File: src/rtl/multicycle_control.sv
// Multi-cycle MIPS control unit.
// A registered state machine walks each instruction through fetch, decode,
// execute, memory and write-back. Datapath controls are decoded from the
// current state. mem_ready only gates write-enables and transitions.
// A wait counter bounds every memory access. An expired wait or an unknown
// opcode sends the machine to TRAP, and a 1-bit cause register records which
// of the two happened.
module multicycle_control #(
    parameter int HALT_ON_ILLEGAL = 0,
    parameter int ENABLE_ORI      = 1,
    parameter int MEM_TIMEOUT     = 15
) (
    input  logic       clk,
    input  logic       reset,
    input  logic [5:0] opcode,
    input  logic       mem_ready,
    output logic       PCWrite,
    output logic       PCWriteCond,
    output logic       IorD,
    output logic       MemRead,
    output logic       MemWrite,
    output logic       IRWrite,
    output logic       MemToReg,
    output logic       RegDst,
    output logic       RegWrite,
    output logic       ALUSrcA,
    output logic [1:0] ALUSrcB,
    output logic [2:0] ALUOp,
    output logic [1:0] PCSource,
    output logic       instr_done,
    output logic       illegal_op,
    output logic       mem_err,
    output logic [3:0] state
);

    localparam int CW = (MEM_TIMEOUT < 1) ? 1 : $clog2(MEM_TIMEOUT + 1);

    localparam logic [5:0] OP_RTYPE = 6'b000000;
    localparam logic [5:0] OP_J     = 6'b000010;
    localparam logic [5:0] OP_BEQ   = 6'b000100;
    localparam logic [5:0] OP_ADDI  = 6'b001000;
    localparam logic [5:0] OP_ORI   = 6'b001101;
    localparam logic [5:0] OP_LW    = 6'b100011;
    localparam logic [5:0] OP_SW    = 6'b101011;

    localparam logic [2:0] ALU_ADD   = 3'b000;
    localparam logic [2:0] ALU_SUB   = 3'b001;
    localparam logic [2:0] ALU_FUNCT = 3'b010;
    localparam logic [2:0] ALU_OR    = 3'b011;

    typedef enum logic [3:0] {
        S_FETCH  = 4'd0,
        S_DECODE = 4'd1,
        S_MEMADR = 4'd2,
        S_MEMRD  = 4'd3,
        S_MEMWB  = 4'd4,
        S_MEMWR  = 4'd5,
        S_EXEC   = 4'd6,
        S_ALUWB  = 4'd7,
        S_BRANCH = 4'd8,
        S_IMMEX  = 4'd9,
        S_IMMWB  = 4'd10,
        S_JUMP   = 4'd11,
        S_TRAP   = 4'd12
    } state_t;

    state_t          state_r;
    state_t          next_state_s;
    logic [CW-1:0]   wait_cnt_r;
    logic            trap_cause_r;   // 1 = memory timeout, 0 = illegal opcode
    logic            mem_state_s;
    logic            timeout_s;
    logic            ori_legal_s;

    assign state       = state_r;
    assign ori_legal_s = (ENABLE_ORI != 0);
    assign mem_state_s = (state_r == S_FETCH) || (state_r == S_MEMRD) || (state_r == S_MEMWR);
    // mem_ready in the expiry cycle wins: the access completes instead.
    assign timeout_s   = (MEM_TIMEOUT != 0) && mem_state_s && !mem_ready &&
                         (wait_cnt_r == CW'(MEM_TIMEOUT));

    // State register: asynchronous reset to FETCH.
    always_ff @(posedge clk or posedge reset) begin
        if (reset) begin
            state_r <= S_FETCH;
        end else begin
            state_r <= next_state_s;
        end
    end

    // Wait counter: counts only while stalling in a memory state, zero otherwise.
    always_ff @(posedge clk or posedge reset) begin
        if (reset) begin
            wait_cnt_r <= {CW{1'b0}};
        end else if (mem_state_s && (next_state_s == state_r) && !mem_ready) begin
            wait_cnt_r <= wait_cnt_r + CW'(1);
        end else begin
            wait_cnt_r <= {CW{1'b0}};
        end
    end

    // Trap cause: captured on the transition into TRAP, held while there.
    always_ff @(posedge clk or posedge reset) begin
        if (reset) begin
            trap_cause_r <= 1'b0;
        end else if ((state_r != S_TRAP) && (next_state_s == S_TRAP)) begin
            trap_cause_r <= timeout_s;
        end else begin
            trap_cause_r <= trap_cause_r;
        end
    end

    // Next-state and control decode from the registered state.
    always_comb begin
        next_state_s = S_FETCH;
        PCWrite      = 1'b0;
        PCWriteCond  = 1'b0;
        IorD         = 1'b0;
        MemRead      = 1'b0;
        MemWrite     = 1'b0;
        IRWrite      = 1'b0;
        MemToReg     = 1'b0;
        RegDst       = 1'b0;
        RegWrite     = 1'b0;
        ALUSrcA      = 1'b0;
        ALUSrcB      = 2'b00;
        ALUOp        = ALU_ADD;
        PCSource     = 2'b00;
        instr_done   = 1'b0;
        illegal_op   = 1'b0;
        mem_err      = 1'b0;
        case (state_r)
            S_FETCH: begin
                MemRead = 1'b1;
                ALUSrcB = 2'b01;
                // Reset masks the fetch write-enables so none fire during reset.
                if (mem_ready && !reset) begin
                    IRWrite = 1'b1;
                    PCWrite = 1'b1;
                end else begin
                    IRWrite = 1'b0;
                    PCWrite = 1'b0;
                end
                if (mem_ready) begin
                    next_state_s = S_DECODE;
                end else if (timeout_s) begin
                    next_state_s = S_TRAP;
                end else begin
                    next_state_s = S_FETCH;
                end
            end
            S_DECODE: begin
                ALUSrcB = 2'b11;
                case (opcode)
                    OP_LW, OP_SW: next_state_s = S_MEMADR;
                    OP_RTYPE:     next_state_s = S_EXEC;
                    OP_BEQ:       next_state_s = S_BRANCH;
                    OP_ADDI:      next_state_s = S_IMMEX;
                    OP_ORI:       next_state_s = ori_legal_s ? S_IMMEX : S_TRAP;
                    OP_J:         next_state_s = S_JUMP;
                    default:      next_state_s = S_TRAP;
                endcase
            end
            S_MEMADR: begin
                ALUSrcA      = 1'b1;
                ALUSrcB      = 2'b10;
                next_state_s = (opcode == OP_SW) ? S_MEMWR : S_MEMRD;
            end
            S_MEMRD: begin
                MemRead = 1'b1;
                IorD    = 1'b1;
                if (mem_ready) begin
                    next_state_s = S_MEMWB;
                end else if (timeout_s) begin
                    next_state_s = S_TRAP;
                end else begin
                    next_state_s = S_MEMRD;
                end
            end
            S_MEMWB: begin
                RegWrite   = 1'b1;
                MemToReg   = 1'b1;
                instr_done = 1'b1;
            end
            S_MEMWR: begin
                MemWrite = 1'b1;
                IorD     = 1'b1;
                if (mem_ready) begin
                    instr_done   = 1'b1;
                    next_state_s = S_FETCH;
                end else if (timeout_s) begin
                    next_state_s = S_TRAP;
                end else begin
                    next_state_s = S_MEMWR;
                end
            end
            S_EXEC: begin
                ALUSrcA      = 1'b1;
                ALUOp        = ALU_FUNCT;
                next_state_s = S_ALUWB;
            end
            S_ALUWB: begin
                RegWrite   = 1'b1;
                RegDst     = 1'b1;
                instr_done = 1'b1;
            end
            S_BRANCH: begin
                ALUSrcA     = 1'b1;
                ALUOp       = ALU_SUB;
                PCWriteCond = 1'b1;
                PCSource    = 2'b01;
                instr_done  = 1'b1;
            end
            S_IMMEX: begin
                ALUSrcA      = 1'b1;
                ALUSrcB      = 2'b10;
                ALUOp        = (ori_legal_s && (opcode == OP_ORI)) ? ALU_OR : ALU_ADD;
                next_state_s = S_IMMWB;
            end
            S_IMMWB: begin
                RegWrite   = 1'b1;
                instr_done = 1'b1;
            end
            S_JUMP: begin
                PCWrite    = 1'b1;
                PCSource   = 2'b10;
                instr_done = 1'b1;
            end
            S_TRAP: begin
                illegal_op   = !trap_cause_r;
                mem_err      = trap_cause_r;
                next_state_s = (HALT_ON_ILLEGAL != 0) ? S_TRAP : S_FETCH;
            end
            default: begin
                next_state_s = S_FETCH;
            end
        endcase
    end

endmodule

File: config.mk
export PLATFORM = sky130hd
export DESIGN_NAME = multicycle_control
export DESIGN_NICKNAME = d
export VERILOG_FILES = /design/src/rtl/multicycle_control.sv
export SDC_FILE = /design/constraint.sdc
export NUM_CORES = 1
export LEC_CHECK = 0
export ABC_AREA = 1
export ABC_CLOCK_PERIOD_IN_PS = 1250
export CAP_MARGIN = 10
export CORE_AREA = 2 2 49 51
export DETAILED_ROUTE_END_ITERATION = 6
export DIE_AREA = 0 0 51 53
export HOLD_SLACK_MARGIN = 0.15
export PLACE_DENSITY_LB_ADDON = 0.1
export SLEW_MARGIN = 20
export SYNTH_ARGS = -nofsm -noshare
export SYNTH_HDL_FRONTEND = slang
export SYNTH_SLANG_ARGS = --single-unit
export TNS_END_PERCENT = 100
File: constraint.sdc
create_clock -name clk -period 1.25 [get_ports clk]
set_input_delay 0.125 -clock clk [delete_from_list [all_inputs] [get_ports clk]]
set_output_delay 0.125 -clock clk [all_outputs]
set_load 0.01 [all_outputs]
==> impl_metrics.json <==
{
  "outcome": "complete, but fails checks",
  "violations": "setup timing",
  "synth_top_area_share_pct": 28.5,
  "gp_congestion": 0.857,
  "place_ws_ns": -0.492,
  "max_clock_freq_mhz": 582,
  "routedWlPerCell_um": 14.3,
  "initial_utilization_pct": 36.8,
  "num_vias": 1217,
  "setup_viol": 28,
  "yosys.area.top_type": "dfrtp_1",
  "path_cells": "inv_2 > nor2_4 > buf_6 > nand2_8 > buf_6 > o21ai_0 > nor2_1 > nand2_1 > nor2_2 > nand2_2 > nand2_2 > nand2_1 > nand2_1",
  "grt_pass1_wl_um": 4890,
  "grt_use_total_pct": 24.4,
  "slowest_stage": "dfrtp_2",
  "cts_buffers": 3,
  "rows": 17,
  "p_leak_nw": 0.892,
  "path_class": "reg -> reg",
  "gr-total-overflow": 0,
  "finClkSkew_ns": 0.00231,
  "worstPathRequired_ns": 1.40,
  "grt_max_degree": 10,
  "finalHoldViolCount": 0,
  "cts.sinks": 9,
  "arrival_ns": 1.87,
  "synth_nets": 143,
  "diodes": 0,
  "clk_latency_ns": 0.26,
  "dp_hpwl_um": 2120,
  "register_area_um2": 230,
  "ys_types": 20,
  "worst_path_most_repeated_cell": "nand2_1",
  "clk_pin_slew_ns": 0.07,
  "antenna_found_initial": 0,
  "synth_area_um2": 790,
  "drc": 0,
  "stdcell_area_um2": 1740,
  "setup_ws_ns": -0.467,
  "die_w_um": 51,
  "rsz0062_at_grt": "yes",
  "core_area_um2": 2150,
  "path_delay_family": "simple AND/OR/NAND/NOR gates",
  "fin_crit_sh_pct": 137,
  "viasPerCell": 4.99,
  "synth_area_per_cell_um2": 5.94,
  "clockBufferDepth": 2,
  "htreeDepth": 1,
  "die_area_um2": 2700,
  "cp_num_buf_inv": 3,
  "final_nets": 227,
  "synthCells": 133,
  "ys_ff_latch": 9,
  "syn_to_final_growth_pct": 120,
  "fin_cells": 244,
  "period_needed_ns": 1.72,
  "buffer_ports.inserted": 31,
  "wl_um": 3500,
  "hold_path_class": "in -> async",
  "ys_top_cells_by_area": "dfrtp_1 (29%), nor2_1 (15%), inv_1 (12%), nand2_1 (11%), nand3_1 (8.2%)",
  "crit_path_start_kind": "flip-flop",
  "ys_seq_area_share_pct": 28.5,
  "place_area_um2": 1430,
  "dpl.cell_count": 227,
  "peakVddDrop_mv": 1.25,
  "power_density_nw_per_um2": 1800,
  "initialDrtViolationCount": 37,
  "cp_max_fo": 5,
  "multi_input_area_um2": 677,
  "cts_tree": "yes",
  "slew_violations": 0,
  "grt_pass1_vias": 1139,
  "io_pins": 33,
  "die_h_um": 53,
  "drtAntennaViolNets": 0,
  "drive_gt1_share_pct": 62.5,
  "critPathMaxStageDelay_ns": 0.42,
  "nFillCells": 127,
  "endpoint_kind": "flip-flop",
  "p_total_mw": 3.12,
  "ctsHoldBuffers": 0,
  "cap_viol_max_count": 0,
  "ys_warn_count": 0,
  "cts-root-buf": "clkbuf_4",
  "dr.pass1.iters": 4
}
==> per-stage QoR <==
step / hold WS, ns / util, % / TNS (ns)
2_1_floorplan: -0.0474 / - / -0.643
3_3_place_gp: 0.488 / 66.5 / -9.22
3_5_place_dp: 0.494 / 66.5 / -9.92
4_1_cts: 0.348 / 75.8 / -7.04
5_1_grt: 0.462 / 80.9 / -9.71
6_report: 0.424 / 80.9 / -8.26
==> sequential cells by signal, summed over array words and instances, names as in the netlist <==
signal / cells
trap_cause_r: 1
wait_cnt_r: 4
state: 4
==> power breakdown <==
| group | leakage (nW) | switching, mW | internal [mW] |
|---|---|---|---|
| clock network | 0.0150 | 0.109 | 0.123 |
| registers | 0.116 | 0.105 | 0.360 |
| logic | 0.761 | 1.26 | 1.16 |
==> routing by layer <==
layer,vias up,track usage (%),part of all wire (%)
met5,-,0,0
met4,0,5.86,2.2
met3,10,2.54,3.6
met2,42,50.9,55
met1,586,25.6,39
li1,579,-,-
==> final timing paths <==
path,cells after the start,startpoint,end,slack (ns)
max in group asynchronous,3,reset,state[0],0.53
max reg2reg,13,state[2],trap_cause_r,-0.47
min reg2reg,2,trap_cause_r,trap_cause_r,0.51
min in group clk,2,trap_cause_r,trap_cause_r,0.51
max,13,state[2],trap_cause_r,-0.47
min,3,reset,state[3],0.42
==> cell usage after synthesis, drive strengths merged <==
library cell,number
nor2,35
nand2,29
inv,26
nand3,13
dfrtp,9
nand4,4
o21ai,4
a21oi,3
buf,2
a31oi,1
a32oi,1
conb,1
ha,1
nor3b,1
o211ai,1
o22ai,1
xor2,1
==> logic make-up (layout without fill, tap and decap cells) <==
| logic type | count (synthesis) | count (layout) | share of synthesized area (%) |
|---|---|---|---|
| compound gates | 11 | 11 | 8.08 |
| xor+xnor | 1 | 1 | 1.11 |
| simple gates | 82 | 82 | 46.0 |
| other cells | 1 | 1 | 0.475 |
| flops | 9 | 9 | 28.5 |
| fa+ha+maj | 1 | 1 | 1.58 |
| buf+inv | 28 | 111 | 14.3 |
==> tightest hold or removal path, cell delays in order <==
cell             delay (ns)
clkdlybuf4s50_1        0.50
buf_4                  0.18
inv_1                  0.29
==> layout make-up <==
| cell class | count | share of cell area, % |
|---|---|---|
| Timing Repair Buffer | 81 | 38.4 |
| Tap cell | 28 | 2.02 |
| Multi-Input combinational cell | 96 | 38.9 |
| Clock buffer | 4 | 1.51 |
| Sequential cell | 9 | 13.2 |
| Inverter | 26 | 5.90 |
==> repair_timing <==
item                                    in CTS  in global routing
buffers inserted                             9                  5
pin swaps                                   13                 14
endpoints found under the setup margin      32                 30
gates resized for setup                    127                 40
==> placed cells by master (no fill, tap or decap), types with 4 or more instances in the layout <==
master / synthesis / layout
buf_4: 2 / 36
buf_6: 0 / 20
nor2_1: 31 / 16
nand2_1: 23 / 15
inv_1: 25 / 13
buf_2: 0 / 13
inv_2: 1 / 11
nand3_1: 13 / 11
nor2_4: 0 / 10
nand2_2: 6 / 9
nor2_2: 4 / 9
clkdlybuf4s50_1: 0 / 8
dfrtp_1: 9 / 5
nand4_1: 4 / 4
dfrtp_2: 0 / 4
No activity file was read; power rests on OpenSTA's default activity.
